<file path="src/rtl/mem_xbar.sv">
// mem_xbar: two-master (instruction / data) to NSLV-slave memory crossbar.
// Each master has its own IDLE/PEND/WAIT FSM, a hold register for requests that
// lose arbitration, and a registered decode-error flag. Requests and responses
// pass through combinationally once granted.
// Build option: define MEM_XBAR_RR_EN for per-slave round-robin on same-slave
// conflicts; left undefined, the data master always wins a conflict.

module mem_xbar #(
  parameter int                 NSLV     = 4,
  parameter logic [NSLV*32-1:0] SLV_BASE = {NSLV{32'h0}},
  parameter logic [NSLV*32-1:0] SLV_MASK = {NSLV{32'h0}}
) (
  input  logic               clk,
  input  logic               rst,

  input  logic               imemory_valid,
  input  logic               imemory_instr,
  input  logic [31:0]        imemory_addr,
  input  logic [31:0]        imemory_wdata,
  input  logic [3:0]         imemory_wstrb,
  output logic [31:0]        imemory_rdata,
  output logic               imemory_ready,
  output logic               imemory_err,

  input  logic               dmemory_valid,
  input  logic               dmemory_instr,
  input  logic [31:0]        dmemory_addr,
  input  logic [31:0]        dmemory_wdata,
  input  logic [3:0]         dmemory_wstrb,
  output logic [31:0]        dmemory_rdata,
  output logic               dmemory_ready,
  output logic               dmemory_err,

  output logic [NSLV-1:0]    slave_valid,
  output logic [NSLV-1:0]    slave_instr,
  output logic [NSLV*32-1:0] slave_addr,
  output logic [NSLV*32-1:0] slave_wdata,
  output logic [NSLV*4-1:0]  slave_wstrb,
  input  logic [NSLV*32-1:0] slave_rdata,
  input  logic [NSLV-1:0]    slave_ready
);

  localparam int TW = (NSLV > 1) ? $clog2(NSLV) : 1;
  localparam int MI = 0;
  localparam int MD = 1;

  typedef enum logic [1:0] {
    S_IDLE,
    S_PEND,
    S_WAIT
  } state_t;

  // Live master inputs gathered into per-master arrays (index 0 = instr, 1 = data)
  logic        w_inValid [2];
  logic        w_inInstr [2];
  logic [31:0] w_inAddr  [2];
  logic [31:0] w_inWdata [2];
  logic [3:0]  w_inWstrb [2];

  assign w_inValid[MI] = imemory_valid;
  assign w_inInstr[MI] = imemory_instr;
  assign w_inAddr[MI]  = imemory_addr;
  assign w_inWdata[MI] = imemory_wdata;
  assign w_inWstrb[MI] = imemory_wstrb;

  assign w_inValid[MD] = dmemory_valid;
  assign w_inInstr[MD] = dmemory_instr;
  assign w_inAddr[MD]  = dmemory_addr;
  assign w_inWdata[MD] = dmemory_wdata;
  assign w_inWstrb[MD] = dmemory_wstrb;

  // Registered per-master state
  state_t      r_state     [2];
  logic [TW-1:0] r_tgt     [2];
  logic        r_err       [2];
  logic [31:0] r_holdAddr  [2];
  logic [31:0] r_holdWdata [2];
  logic [3:0]  r_holdWstrb [2];
  logic        r_holdInstr [2];

  // A slave stays busy from its grant until the edge that samples its ready
  logic [NSLV-1:0] r_busy;

`ifdef MEM_XBAR_RR_EN
  // Per slave: 1 = data master gets the next conflict, 0 = instruction master
  logic [NSLV-1:0] r_rrData;
`endif

  // Request presented by each master this cycle
  logic [TW:0]   w_liveDec   [2];
  logic          w_reqActive [2];
  logic          w_reqHit    [2];
  logic [TW-1:0] w_reqTgt    [2];
  logic [31:0]   w_reqAddr   [2];
  logic [31:0]   w_reqWdata  [2];
  logic [3:0]    w_reqWstrb  [2];
  logic          w_reqInstr  [2];

  logic [1:0]    w_want;
  logic [1:0]    w_grant;
  logic          w_conflict;
  logic          w_confWinData;

  logic          w_outReady [2];
  logic          w_outErr   [2];
  logic [31:0]   w_outRdata [2];

  // Address decode: returns {hit, index}; scanning downwards lets the lowest index win
  function automatic logic [TW:0] decode(input logic [31:0] addr);
    logic [TW:0] res;
    res = '0;
    for (int i = NSLV - 1; i >= 0; i--) begin
      if ((addr & ~SLV_MASK[i*32 +: 32]) == SLV_BASE[i*32 +: 32]) begin
        res = {1'b1, TW'(i)};
      end
    end
    return res;
  endfunction

  // Choose what each master offers: the live request in IDLE, the held copy in PEND
  always_comb begin
    for (int m = 0; m < 2; m++) begin
      w_liveDec[m] = decode(w_inAddr[m]);
      if (r_state[m] == S_PEND) begin
        w_reqActive[m] = 1'b1;
        w_reqHit[m]    = 1'b1;
        w_reqTgt[m]    = r_tgt[m];
        w_reqAddr[m]   = r_holdAddr[m];
        w_reqWdata[m]  = r_holdWdata[m];
        w_reqWstrb[m]  = r_holdWstrb[m];
        w_reqInstr[m]  = r_holdInstr[m];
      end else begin
        w_reqActive[m] = (r_state[m] == S_IDLE) && w_inValid[m];
        w_reqHit[m]    = w_liveDec[m][TW];
        w_reqTgt[m]    = w_liveDec[m][TW-1:0];
        w_reqAddr[m]   = w_inAddr[m];
        w_reqWdata[m]  = w_inWdata[m];
        w_reqWstrb[m]  = w_inWstrb[m];
        w_reqInstr[m]  = w_inInstr[m];
      end
    end
  end

  // Arbitration: a master wants a free decoded slave; same-slave collisions go to one winner
  always_comb begin
    for (int m = 0; m < 2; m++) begin
      w_want[m] = w_reqActive[m] && w_reqHit[m] && !r_busy[w_reqTgt[m]];
    end
    w_conflict = w_want[MI] && w_want[MD] && (w_reqTgt[MI] == w_reqTgt[MD]);
`ifdef MEM_XBAR_RR_EN
    w_confWinData = r_rrData[w_reqTgt[MD]];
`else
    w_confWinData = 1'b1;
`endif
    w_grant[MI] = w_want[MI] && !(w_conflict && w_confWinData);
    w_grant[MD] = w_want[MD] && !(w_conflict && !w_confWinData);
  end

  // Slave-side request fields; a slave nobody is granted to sees all zeros
  always_comb begin
    slave_valid = '0;
    slave_instr = '0;
    slave_addr  = '0;
    slave_wdata = '0;
    slave_wstrb = '0;
    for (int m = 0; m < 2; m++) begin
      if (w_grant[m]) begin
        slave_valid[w_reqTgt[m]]              = 1'b1;
        slave_instr[w_reqTgt[m]]              = w_reqInstr[m];
        slave_addr[w_reqTgt[m]*32 +: 32]      = w_reqAddr[m] & SLV_MASK[w_reqTgt[m]*32 +: 32];
        slave_wdata[w_reqTgt[m]*32 +: 32]     = w_reqWdata[m];
        slave_wstrb[w_reqTgt[m]*4 +: 4]       = w_reqWstrb[m];
      end
    end
  end

  // Response routing: WAIT forwards the target's ready/rdata, or answers a decode error
  always_comb begin
    for (int m = 0; m < 2; m++) begin
      w_outReady[m] = 1'b0;
      w_outErr[m]   = 1'b0;
      w_outRdata[m] = '0;
      if (r_state[m] == S_WAIT) begin
        if (r_err[m]) begin
          w_outReady[m] = 1'b1;
          w_outErr[m]   = 1'b1;
        end else if (slave_ready[r_tgt[m]]) begin
          w_outReady[m] = 1'b1;
          w_outRdata[m] = slave_rdata[r_tgt[m]*32 +: 32];
        end
      end
    end
  end

  assign imemory_ready = w_outReady[MI];
  assign imemory_err   = w_outErr[MI];
  assign imemory_rdata = w_outRdata[MI];
  assign dmemory_ready = w_outReady[MD];
  assign dmemory_err   = w_outErr[MD];
  assign dmemory_rdata = w_outRdata[MD];

  // Master FSMs, hold registers, slave busy flags and round-robin pointers
  always_ff @(posedge clk) begin
    if (rst) begin
      for (int m = 0; m < 2; m++) begin
        r_state[m]     <= S_IDLE;
        r_tgt[m]       <= '0;
        r_err[m]       <= 1'b0;
        r_holdAddr[m]  <= '0;
        r_holdWdata[m] <= '0;
        r_holdWstrb[m] <= '0;
        r_holdInstr[m] <= 1'b0;
      end
      r_busy <= '0;
`ifdef MEM_XBAR_RR_EN
      r_rrData <= '1;
`endif
    end else begin
      r_busy <= (r_busy & ~slave_ready) | slave_valid;
`ifdef MEM_XBAR_RR_EN
      if (w_conflict) begin
        r_rrData[w_reqTgt[MD]] <= ~w_confWinData;
      end
`endif
      for (int m = 0; m < 2; m++) begin
        case (r_state[m])
          S_IDLE: begin
            if (w_inValid[m]) begin
              if (!w_reqHit[m]) begin
                r_state[m] <= S_WAIT;
                r_err[m]   <= 1'b1;
              end else begin
                r_tgt[m] <= w_reqTgt[m];
                r_err[m] <= 1'b0;
                if (w_grant[m]) begin
                  r_state[m] <= S_WAIT;
                end else begin
                  r_state[m]     <= S_PEND;
                  r_holdAddr[m]  <= w_inAddr[m];
                  r_holdWdata[m] <= w_inWdata[m];
                  r_holdWstrb[m] <= w_inWstrb[m];
                  r_holdInstr[m] <= w_inInstr[m];
                end
              end
            end
          end
          S_PEND: begin
            if (w_grant[m]) begin
              r_state[m] <= S_WAIT;
            end
          end
          S_WAIT: begin
            if (r_err[m] || slave_ready[r_tgt[m]]) begin
              r_state[m] <= S_IDLE;
              r_err[m]   <= 1'b0;
            end
          end
          default: begin
            r_state[m] <= S_IDLE;
          end
        endcase
      end
    end
  end

endmodule

</file>
<file path="config.mk">
export PLATFORM = sky130hd
export DESIGN_NAME = mem_xbar
export DESIGN_NICKNAME = d
export VERILOG_FILES = /design/src/rtl/mem_xbar.sv
export SDC_FILE = /design/constraint.sdc
export NUM_CORES = 1
export LEC_CHECK = 0
export BUFFER_PORTS_ARGS = -buffer_cell sky130_fd_sc_hd__buf_2
export CAP_MARGIN = 20
export CORE_AREA = 2 2 239 241
export CTS_CLUSTER_DIAMETER = 100
export DETAILED_ROUTE_END_ITERATION = 8
export DIE_AREA = 0 0 241 243
export GPL_TIMING_DRIVEN = 0
export SLEW_MARGIN = 5
export SYNTH_ARGS = -nofsm -noshare
export SYNTH_HDL_FRONTEND = slang
export SYNTH_SLANG_ARGS = --single-unit
</file>
<file path="constraint.sdc">
create_clock -name clk -period 13.6 [get_ports clk]
set_input_delay 0.68 -clock clk [delete_from_list [all_inputs] [get_ports clk]]
set_output_delay 0.68 -clock clk [all_outputs]
set_load 0.01 [all_outputs]
</file>
==> results of run 1 <==
critical path, cell delays in order (launching register included):
cell and delay, ps:
sky130_fd_sc_hd__edfxtp_1 420, sky130_fd_sc_hd__clkbuf_1 520, sky130_fd_sc_hd__clkbuf_1 800, sky130_fd_sc_hd__nand2_1 430, sky130_fd_sc_hd__inv_1 240, sky130_fd_sc_hd__ha_1 190, sky130_fd_sc_hd__inv_1 80, sky130_fd_sc_hd__a211oi_1 240
sky130_fd_sc_hd__a221oi_1 140, sky130_fd_sc_hd__nand4_1 430, sky130_fd_sc_hd__clkbuf_1 570, sky130_fd_sc_hd__o22ai_1 270, sky130_fd_sc_hd__buf_2 200
area by class of cell:
| type | count | area (sq um) |
|---|---|---|
| Tap cell | 756 | 946 |
| Antenna cell | 7 | 17.5 |
| Buffer | 210 | 1350 |
| Clock buffer | 13 | 293 |
| Inverter | 13 | 48.8 |
| Multi-Input combinational cell | 782 | 6210 |
| Fill cell | 6229 | 41900 |
| Sequential cell | 88 | 2590 |
| Clock inverter | 3 | 21.3 |
| Timing Repair Buffer | 499 | 2560 |
registers in the layout, indices dropped and copies added (netlist names):
signal	cells
r_busy	4
r_err	2
r_holdInstr	2
r_holdWdata	64
r_holdWstrb	8
r_state	4
r_tgt	4
stage by stage:
| step | worst slack [ps] | hold WS [ps] | area, sq um | instances |
|---|---|---|---|---|
| 2_1_floorplan | 8510 | 480 | 10200 | 1093 |
| 3_3_place_gp | 5750 | 510 | 13600 | 2342 |
| 3_5_place_dp | 8390 | 513 | 13700 | 2348 |
| 4_1_cts | 7940 | 528 | 14000 | 2364 |
| 5_1_grt | 7750 | 551 | 14000 | 2368 |
| 6_report | 8000 | 535 | 14000 | 2371 |
cell families (layout without fill, tap and decap cells):
group,Yosys count,after routing,synth area share
AO/OA/AOI/OAI,186,186,0.150
adder cells (fa/ha/maj),14,14,0.0180
flip-flops,88,88,0.267
AND/OR/NAND/NOR,312,312,0.190
XOR/XNOR,1,1,0.000902
multiplexers,141,141,0.230
buffers and inverters,223,738,0.144
other,1,135,0.000386
power by group:
| part | switching, mW | leakage [nW] | internal [mW] |
|---|---|---|---|
| sequential | 0.0118 | 0.903 | 0.313 |
| combinational | 0.389 | 5.74 | 0.239 |
| clock | 0.130 | 0.152 | 0.152 |
routing by layer:
layer | vias up | GRT usage | wire [um]
met5 | - | 0 | 57
met4 | 8 | 0.0516 | 1570
met3 | 117 | 0.0555 | 5010
met2 | 609 | 0.376 | 31700
met1 | 5270 | 0.203 | 21600
li1 | 4731 | - | -
layout by cell type (no fill, tap or decap), drive strengths merged, types with 3 or more instances in the layout:
cell    instances
buf           662
conb          128
edfxtp         83
o22ai          78
and2           76
mux2i          74
nor2b          69
mux4           66
o32ai          60
clkbuf         60
nand2b         41
nand2          39
nor4           17
or2            17
o31ai          15
nor2           14
ha             14
inv            13
o21ai          12
nand3          10
diode           7
nand4           7
a31oi           5
dfxtp           5
nand3b          5
or3             5
o21bai          3
nor3b           3
nor3            3
path summary, 6_finish.rpt:
| kind | cells after the start | endpoint | start |
|---|---|---|---|
| max | 12 | slave_wdata[107] | r_tgt[0][3]$_SDFFCE_PN0P_ |
| min reg2reg | 2 | r_busy[2]$_SDFF_PP0_ | r_busy[2]$_SDFF_PP0_ |
| min | 2 | r_busy[2]$_SDFF_PP0_ | r_busy[2]$_SDFF_PP0_ |
| max reg2reg | 9 | r_holdWdata[0][2]$_SDFFCE_PN0P_ | r_state[1][1]$_DFFE_PP_ |
==> implementation parameters, run 1 <==
Parameter                              Value

Yosys
  Top-area cell type share of the netlist area    0.257
  Sequential cell area fraction in the yosys report    0.267
  Number of synthesized flops with an enable pin    83
  Primary FF master, synth    sky130_fd_sc_hd__edfxtp_1
  Top post-synthesis cells by area    sky130_fd_sc_hd__edfxtp_1 26%, sky130_fd_sc_hd__mux4_2 15%, sky130_fd_sc_hd__buf_4 10%
  Yosys top cell by area    sky130_fd_sc_hd__edfxtp_1
  Post-Syn Area    9720 sq um
  Register bit count reported by yosys    88
  Yosys cell types    56
  Async SR Flop Fraction    0
  Mean cell area of the mapped netlist    10.1 sq um
  Most common cell in the netlist    sky130_fd_sc_hd__buf_4
  Post-Syn Instances    966
  Yosys warnings    0
  Most instantiated cells after synthesis    130 x sky130_fd_sc_hd__buf_4, 83 x sky130_fd_sc_hd__edfxtp_1, 76 x sky130_fd_sc_hd__and2_1, 74 x sky130_fd_sc_hd__mux2i_1, 69 x sky130_fd_sc_hd__nor2b_1

Power
  Power per Cell Area    88.0 nW/um^2
  Worst vdd ir    0.0701 mV
  Static power due to leakage    6.79 nW
  Post-layout power    1.23 mW

Clocking
  Count of hold-fix buffers inserted at cts    0
  Number of buffers created by CTS    9
  Insertion delay to the later sink of the worst-skew pair    390 ps
  Root Buffer Master    sky130_fd_sc_hd__clkbuf_16
  Total number of clock tree sinks    88
  Number of setup buffers added after CTS    0
  Post-CTS sizing    0
  TritonCTS clock tree    yes
  H-tree lvl count    3
  Number of buffers between clock root and the deepest sink    2
  Clock-pin slew on the worst setup and hold paths    80 ps

Timing
  Layout Skew    16.3 ps
  Setup repair after global routing missed its margin    false
  Headroom to the max-slew limit    0.283
  Total of endpoints with negative setup slack in the final report    0
  Final min period    5600 ps
  Final period utilization    0.412
  Final Hold Vio Count    0
  Final-layout setup total negative slack    0 ps
  Fin. max-slew vios    0
  Transition time of the tightest slew-check pin    1070 ps
  Achievable Freq    178 MHz

Detailed routing
  Count of antenna-violating nets left after detailed routing    0
  First-pass DRT Iterations    5
  Remaining routing DRC violations    0
  Routed vias    10700
  Average routed wire per standard cell    25.3 um
  Detailed Route WL    60000 um
  Via/cell ratio    4.53
  Iter 0 DRT Violations    576

Worst setup path
  Register-to-register path setup slack    10180 ps
  Critical-path maximum fanout    10
  Arr. time, crit path    4920 ps
  CP Capture Type    primary output
  Endpoint required time on the critical path    12920 ps
  Critical setup path kind    reg -> out
  Startpoint type of the worst setup path    flip-flop

Outcome
  Status    completed

Floorplanning
  Initial cell density of the core    0.174
  Y dimension of the die    243 um
  Die outline area    58600 sq um
  Std cell rows    87
  Core area    56000 sq um
  Top-Level Pins    622
  Die Width    241 um

GRT
  Vias in the first global route    10800
  Maximum number of pins on one net before global-route repair    26
  Total grt overflow    0
  Total Routing Usage GR    0.195
  First-pass GRT wire length    81000 um
  Number of antenna violations at the first check in global routing    37

Cells and area
  Post-layout utilization of the core    0.251
  Fraction of final layout cells sized beyond drive strength 1    0.475
  Layout area overhead    44.5%
  Final layout net count    1891

Flow run
  Maxcap violations    0

Min path
  Hold Path Class    reg -> reg

Placed design
  Final weighted congestion in routability-driven placement    0.921
  Post-DP HPWL    50500 um
  Number of I/O port buffers    493
(Power assumes the default switching activity.)
==> run 2, diff against run 1 <==
Clock period 13.6 ns to 4.9 ns, I/O delays scaled along.
==> run 2 against run 1 <==
  * Sequential share of layout area is essentially flat
  * Total power rose to 2.8 times the previous value
  * Worst hold slack worse by 380 ps
  * Clock skew is 8.9 ps lower
  * Core utilization about the same
  * Via count is 0.14% lower
  * Sequential power rose to 2.8 times the previous value
  * Wire length is essentially flat
  * Global-route usage is 0.12 points higher
  * Register-to-register slack got worse by 8700 ps
  * Critical path depth shrank 2
==> implementation parameters, run 2 (synthesized netlist as in run 1, its figures left out) <==
Parameter                              Value

Worst setup path
  Endpoint required time on the critical path    4660 ps
  Critical-path maximum fanout    10
  Arr. time, crit path    4330 ps
  CP Capture Type    primary output
  Startpoint type of the worst setup path    flip-flop
  Critical setup path kind    reg -> out

Power
  Clock group share of total power    0.218
  Internal Dissipation    1.93 mW
  Worst vdd ir    0.205 mV
  Sequential Power Share    0.265
  Power per Cell Area    242 nW/um^2
  Static power due to leakage    6.81 nW
  Share of total power in combinational logic    0.517
  Net switching component of the power    1.47 mW
  Sw Share    0.433

Cells and area
  Layout area overhead    44.7%
  Leading cell type in the layout, fill and taps excluded    sky130_fd_sc_hd__buf_2
  Most flops, register    r_holdWdata
  Post-layout utilization of the core    0.251
  Largest registers in the final layout    r_holdWdata: 64 flops, r_holdWstrb: 8 flops
  Fraction of final layout cells sized beyond drive strength 1    0.477
  Number of flip-flops in the largest register    64
  Final design instance area without fill    14100 sq um
  Final layout net count    1892
  Highest-count cells in the layout ignoring fill and taps    509 x sky130_fd_sc_hd__buf_2, 130 x sky130_fd_sc_hd__buf_4, 128 x sky130_fd_sc_hd__conb_1

Detailed routing
  Max layer used    met5
  Met2 wirelength from detailed routing    31200 um
  Average routed wire per standard cell    25.3 um
  Count of antenna-violating nets left after detailed routing    0
  Iter 0 DRT Violations    581
  Met3 wire length    5220 um
  Routed vias    10700
  First-pass DRT Iterations    7
  Met1 WL    21600 um
  Detailed Route WL    60000 um
  Remaining routing DRC violations    0
  Via/cell ratio    4.52

GRT
  Vias in the first global route    10900
  First-pass GRT wire length    81300 um
  Total grt overflow    0
  Number of antenna violations at the first check in global routing    38
  Total Routing Usage GR    0.196
  Maximum number of pins on one net before global-route repair    24

Clocking
  Insertion delay to the later sink of the worst-skew pair    380 ps
  Number of setup buffers added after CTS    0
  Clock-pin slew on the worst setup and hold paths    80 ps
  Number of buffers created by CTS    9
  Total number of clock tree sinks    88
  TritonCTS clock tree    yes
  Root Buffer Master    sky130_fd_sc_hd__clkbuf_16
  H-tree lvl count    3
  Count of hold-fix buffers inserted at cts    0
  Number of buffers between clock root and the deepest sink    2

Placed design
  Post-detailed-placement cell area    13700 sq um
  Placement Setup Slack    121 ps
  Final weighted congestion in routability-driven placement    0.908
  Number of I/O port buffers    493
  Post-DP HPWL    50900 um

Timing
  Fin. max-slew vios    0
  Final period utilization    0.935
  Final setup margin    320 ps
  Achievable Freq    218 MHz
  Headroom to the max-slew limit    0.269
  Setup repair after global routing missed its margin    false
  Final Hold Vio Count    0
  Transition time of the tightest slew-check pin    1100 ps
  Total of endpoints with negative setup slack in the final report    0
  Final min period    4580 ps
  Layout Skew    7.39 ps

Outcome
  Status    completed

Min path
  Hold Path Class    in -> reg

Floorplanning
  Die Width    241 um
  Top-Level Pins    622
  Initial cell density of the core    0.174
  Core area    56000 sq um
  Die outline area    58600 sq um
  Y dimension of the die    243 um
  Std cell rows    87

Flow run
  Maxcap violations    0
==> run 2: changes by cell type in the layout (fill, tap and decap cells not counted), moves of 2 or more <==
cell,previous run,this run
sky130_fd_sc_hd__diode_2,7,9
sky130_fd_sc_hd__nor2b_2,0,2
sky130_fd_sc_hd__nor2b_1,69,67
sky130_fd_sc_hd__clkbuf_16,11,9
sky130_fd_sc_hd__clkbuf_1,48,44
sky130_fd_sc_hd__clkbuf_2,0,3
sky130_fd_sc_hd__clkinv_1,0,4
sky130_fd_sc_hd__buf_16,0,2
==> run 2: path summary, 6_finish.rpt <==
kind                                       to                      start  slack [ps]  cells past startpoint
min          r_holdWdata[0][42]$_SDFFCE_PN0P_          dmemory_wdata[10]         160                      2
max reg2reg   r_holdWstrb[0][2]$_SDFFCE_PN0P_    r_state[1][1]$_DFFE_PP_        1440                      9
max                            slave_wdata[2]  r_tgt[0][1]$_SDFFCE_PN0P_         320                     10
min reg2reg              r_busy[3]$_SDFF_PP0_       r_busy[3]$_SDFF_PP0_         540                      2
==> run 2: what timing repair did <==
item / in CTS / in global routing
setup endpoints to repair: 49 / 7
gates resized for setup: 3 / 3
cloned: 0 / 0
==> run 2: through the flow <==
step                      instances  total power [mW]  setup TNS (ps)  hold slack, ps
after global placement         2342              2.64          -29430             511
after global routing           2370              3.57               0             158
final                          2374              3.40               0             157
after CTS                      2363              3.42               0             134
after floorplan                1093              1.93               0             437
after detailed placement       2347              2.67               0             520
==> run 2: metal layers <==
layer	vias up	track usage
met5	-	0
met4	6	0.0614
met3	127	0.0533
met2	696	0.373
met1	5162	0.206
li1	4729	-
==> run 2: worst max-delay path, stage by stage, from the launching register on <==
cell and delay, ps:
sky130_fd_sc_hd__edfxtp_1 350, sky130_fd_sc_hd__clkbuf_1 530, sky130_fd_sc_hd__nand3b_1 380, sky130_fd_sc_hd__o22ai_1 260, sky130_fd_sc_hd__o22ai_1 120, sky130_fd_sc_hd__o21ai_1 380
sky130_fd_sc_hd__buf_2 330, sky130_fd_sc_hd__nand4_1 530, sky130_fd_sc_hd__buf_2 420, sky130_fd_sc_hd__o22ai_1 420, sky130_fd_sc_hd__buf_2 220
==> run 2: power by group through the flow <==
stage / clock network (mW) / logic, mW / registers (mW)
final: 0.740 / 1.76 / 0.901
after global placement: 0 / 1.73 / 0.916
after detailed placement: 0 / 1.75 / 0.916
after CTS: 0.758 / 1.76 / 0.900
after global routing: 0.776 / 1.89 / 0.907
after floorplan: 0 / 1.02 / 0.905
==> run 2: layout make-up <==
class	count	area [sq um]
Buffer	210	1350
Timing Repair Buffer	500	2590
Multi-Input combinational cell	782	6220
Fill cell	6171	41900
Clock inverter	7	61.3
Antenna cell	9	22.5
Tap cell	756	946
Clock buffer	9	225
Inverter	13	48.8
Sequential cell	88	2590
==> run 3, diff against run 2 <==
Settings changed: CORE_AREA 2 2 239 241 to 2 2 242 244, DIE_AREA 0 0 241 243 to 0 0 244 246.
Clock period 4.9 ns to 5.1 ns, I/O delays scaled along.
==> run 3 against run 2 <==
  * Total power decreased by 3.9%
  * Critical path depth increased by 2
  * Via count about the same
  * Non-clock buffer count decreased by 2
  * Critical path type unchanged
  * Largest power group unchanged
  * Highest routed layer unchanged
==> implementation parameters, run 3 (synthesized netlist as in run 1, its figures left out) <==
Parameter                              Value

Detailed routing
  Remaining routing DRC violations    0
  Average routed wire per standard cell    24.9 um
  Iter 0 DRT Violations    610
  Routed vias    10700
  First-pass DRT Iterations    6
  Via/cell ratio    4.51
  Detailed Route WL    59100 um
  Count of antenna-violating nets left after detailed routing    0

Floorplanning
  Core area    57400 sq um
  Die Width    244 um
  Die outline area    60000 sq um
  Y dimension of the die    246 um
  Initial cell density of the core    0.169
  Std cell rows    88
  Top-Level Pins    622

Worst setup path
  Startpoint type of the worst setup path    flip-flop
  CP Capture Type    primary output
  Critical setup path kind    reg -> out
  Endpoint required time on the critical path    4850 ps
  Critical-path maximum fanout    10
  Arr. time, crit path    4560 ps

GRT
  Vias in the first global route    10700
  Total Routing Usage GR    0.188
  Number of antenna violations at the first check in global routing    32
  Total grt overflow    0
  First-pass GRT wire length    80100 um
  Maximum number of pins on one net before global-route repair    29

Clocking
  Count of hold-fix buffers inserted at cts    0
  Insertion delay to the later sink of the worst-skew pair    380 ps
  TritonCTS clock tree    yes
  Clock-pin slew on the worst setup and hold paths    80 ps
  Total number of clock tree sinks    88
  Root Buffer Master    sky130_fd_sc_hd__clkbuf_16
  H-tree lvl count    3
  Number of buffers created by CTS    9
  Number of setup buffers added after CTS    0
  Post-CTS sizing    2
  Number of buffers between clock root and the deepest sink    2

Timing
  Final min period    4810 ps
  Setup repair after global routing missed its margin    false
  Fin. max-slew vios    0
  Layout Skew    16.7 ps
  Final Hold Vio Count    0
  Achievable Freq    208 MHz
  Transition time of the tightest slew-check pin    1140 ps
  Total of endpoints with negative setup slack in the final report    0
  Final period utilization    0.943
  Headroom to the max-slew limit    0.243
  Worst hold slack across all endpoints    164 ps

Cells and area
  Final design instance area without fill    14000 sq um
  Most flops, register    r_holdWdata
  Largest registers in the final layout    r_holdWdata: 64 flops, r_holdWstrb: 8 flops
  Non-filler instance count after layout    2376
  Number of flip-flops in the largest register    64
  Final layout net count    1890
  Leading cell type in the layout, fill and taps excluded    sky130_fd_sc_hd__buf_2
  Highest-count cells in the layout ignoring fill and taps    509 x sky130_fd_sc_hd__buf_2, 130 x sky130_fd_sc_hd__buf_4, 128 x sky130_fd_sc_hd__conb_1
  Fraction of final layout cells sized beyond drive strength 1    0.477
  Layout area overhead    44.3%

Placed design
  Post-detailed-placement cell area    13700 sq um
  Final weighted congestion in routability-driven placement    0.984
  Post-DP HPWL    50100 um
  Number of I/O port buffers    493
  Placed cell count    2354

Power
  Power per Cell Area    233 nW/um^2
  Static power due to leakage    6.79 nW
  Worst vdd ir    0.184 mV

Flow run
  Maxcap violations    0

Min path
  Hold Path Class    in -> reg

Outcome
  Status    completed
[run 3: changes by cell type in the layout (fill, tap and decap cells not counted), moves of 2 or more]
cell                       change
sky130_fd_sc_hd__diode_2       -5
sky130_fd_sc_hd__clkinv_1      -3
sky130_fd_sc_hd__buf_16        -2
sky130_fd_sc_hd__buf_6         -2
sky130_fd_sc_hd__clkbuf_1      +2
sky130_fd_sc_hd__clkinv_2      +2
[run 3: area by class of cell]
type                       count  area, sq um
buffer                       210         1350
timing repair buffer         498         2550
tap                          765          957
inverter                      13         48.8
clock buffer                  10          229
sequential                    88         2590
antenna                        4         10.0
multi-input combinational    782         6220
fill                        6298        43300
clock inverter                 6         60.1
[run 3: worst paths after layout]
path,start,to,slack [ps],cells past startpoint
worst max register to register,r_state[1][1]$_DFFE_PP_,r_holdInstr[0][0]$_SDFFCE_PN0P_,1420,9
worst max-delay path,r_tgt[0][3]$_SDFFCE_PN0P_,slave_wdata[114],290,12
worst min register to register,r_busy[2]$_SDFF_PP0_,r_busy[2]$_SDFF_PP0_,530,2
worst min-delay path,imemory_wdata[29],r_holdWdata[0][29]$_SDFFCE_PN0P_,160,2
[run 3: metal layers]
layer / global-route usage / part of all wire
met4: 0.0775 / 0.042
met2: 0.345 / 0.50
met3: 0.0447 / 0.079
met5: 0 / 0.00046
met1: 0.207 / 0.37
[run 3: per-stage QoR]
step | TNS, ps | util | setup slack (ps) | power, mW
finish | 0 | 0.244 | 289 | 3.27
global route | 0 | 0.244 | 99.6 | 3.39
detailed placement | 0 | 0.239 | 233 | 2.57
global placement | -94780 | 0.237 | -2570 | 2.55
floorplan | 0 | - | 89.3 | 1.85
CTS | 0 | 0.244 | 23.4 | 3.27
[run 3: worst max-delay path: stages (launching register included)]
cell,delay (ps)
sky130_fd_sc_hd__edfxtp_1,410
sky130_fd_sc_hd__clkbuf_1,560
sky130_fd_sc_hd__clkbuf_2,520
sky130_fd_sc_hd__nand2_1,310
sky130_fd_sc_hd__inv_1,210
sky130_fd_sc_hd__ha_1,190
sky130_fd_sc_hd__inv_1,80
sky130_fd_sc_hd__a211oi_1,240
sky130_fd_sc_hd__a221oi_1,150
sky130_fd_sc_hd__nand4_1,400
sky130_fd_sc_hd__clkbuf_1,570
sky130_fd_sc_hd__o22ai_1,320
sky130_fd_sc_hd__buf_2,220
[run 3: report_power, final]
group	internal, mW	switching (mW)	leakage (nW)
clock	0.378	0.331	0.140
combinational	0.640	1.05	5.74
sequential	0.834	0.0309	0.903
total	1.85	1.42	6.79
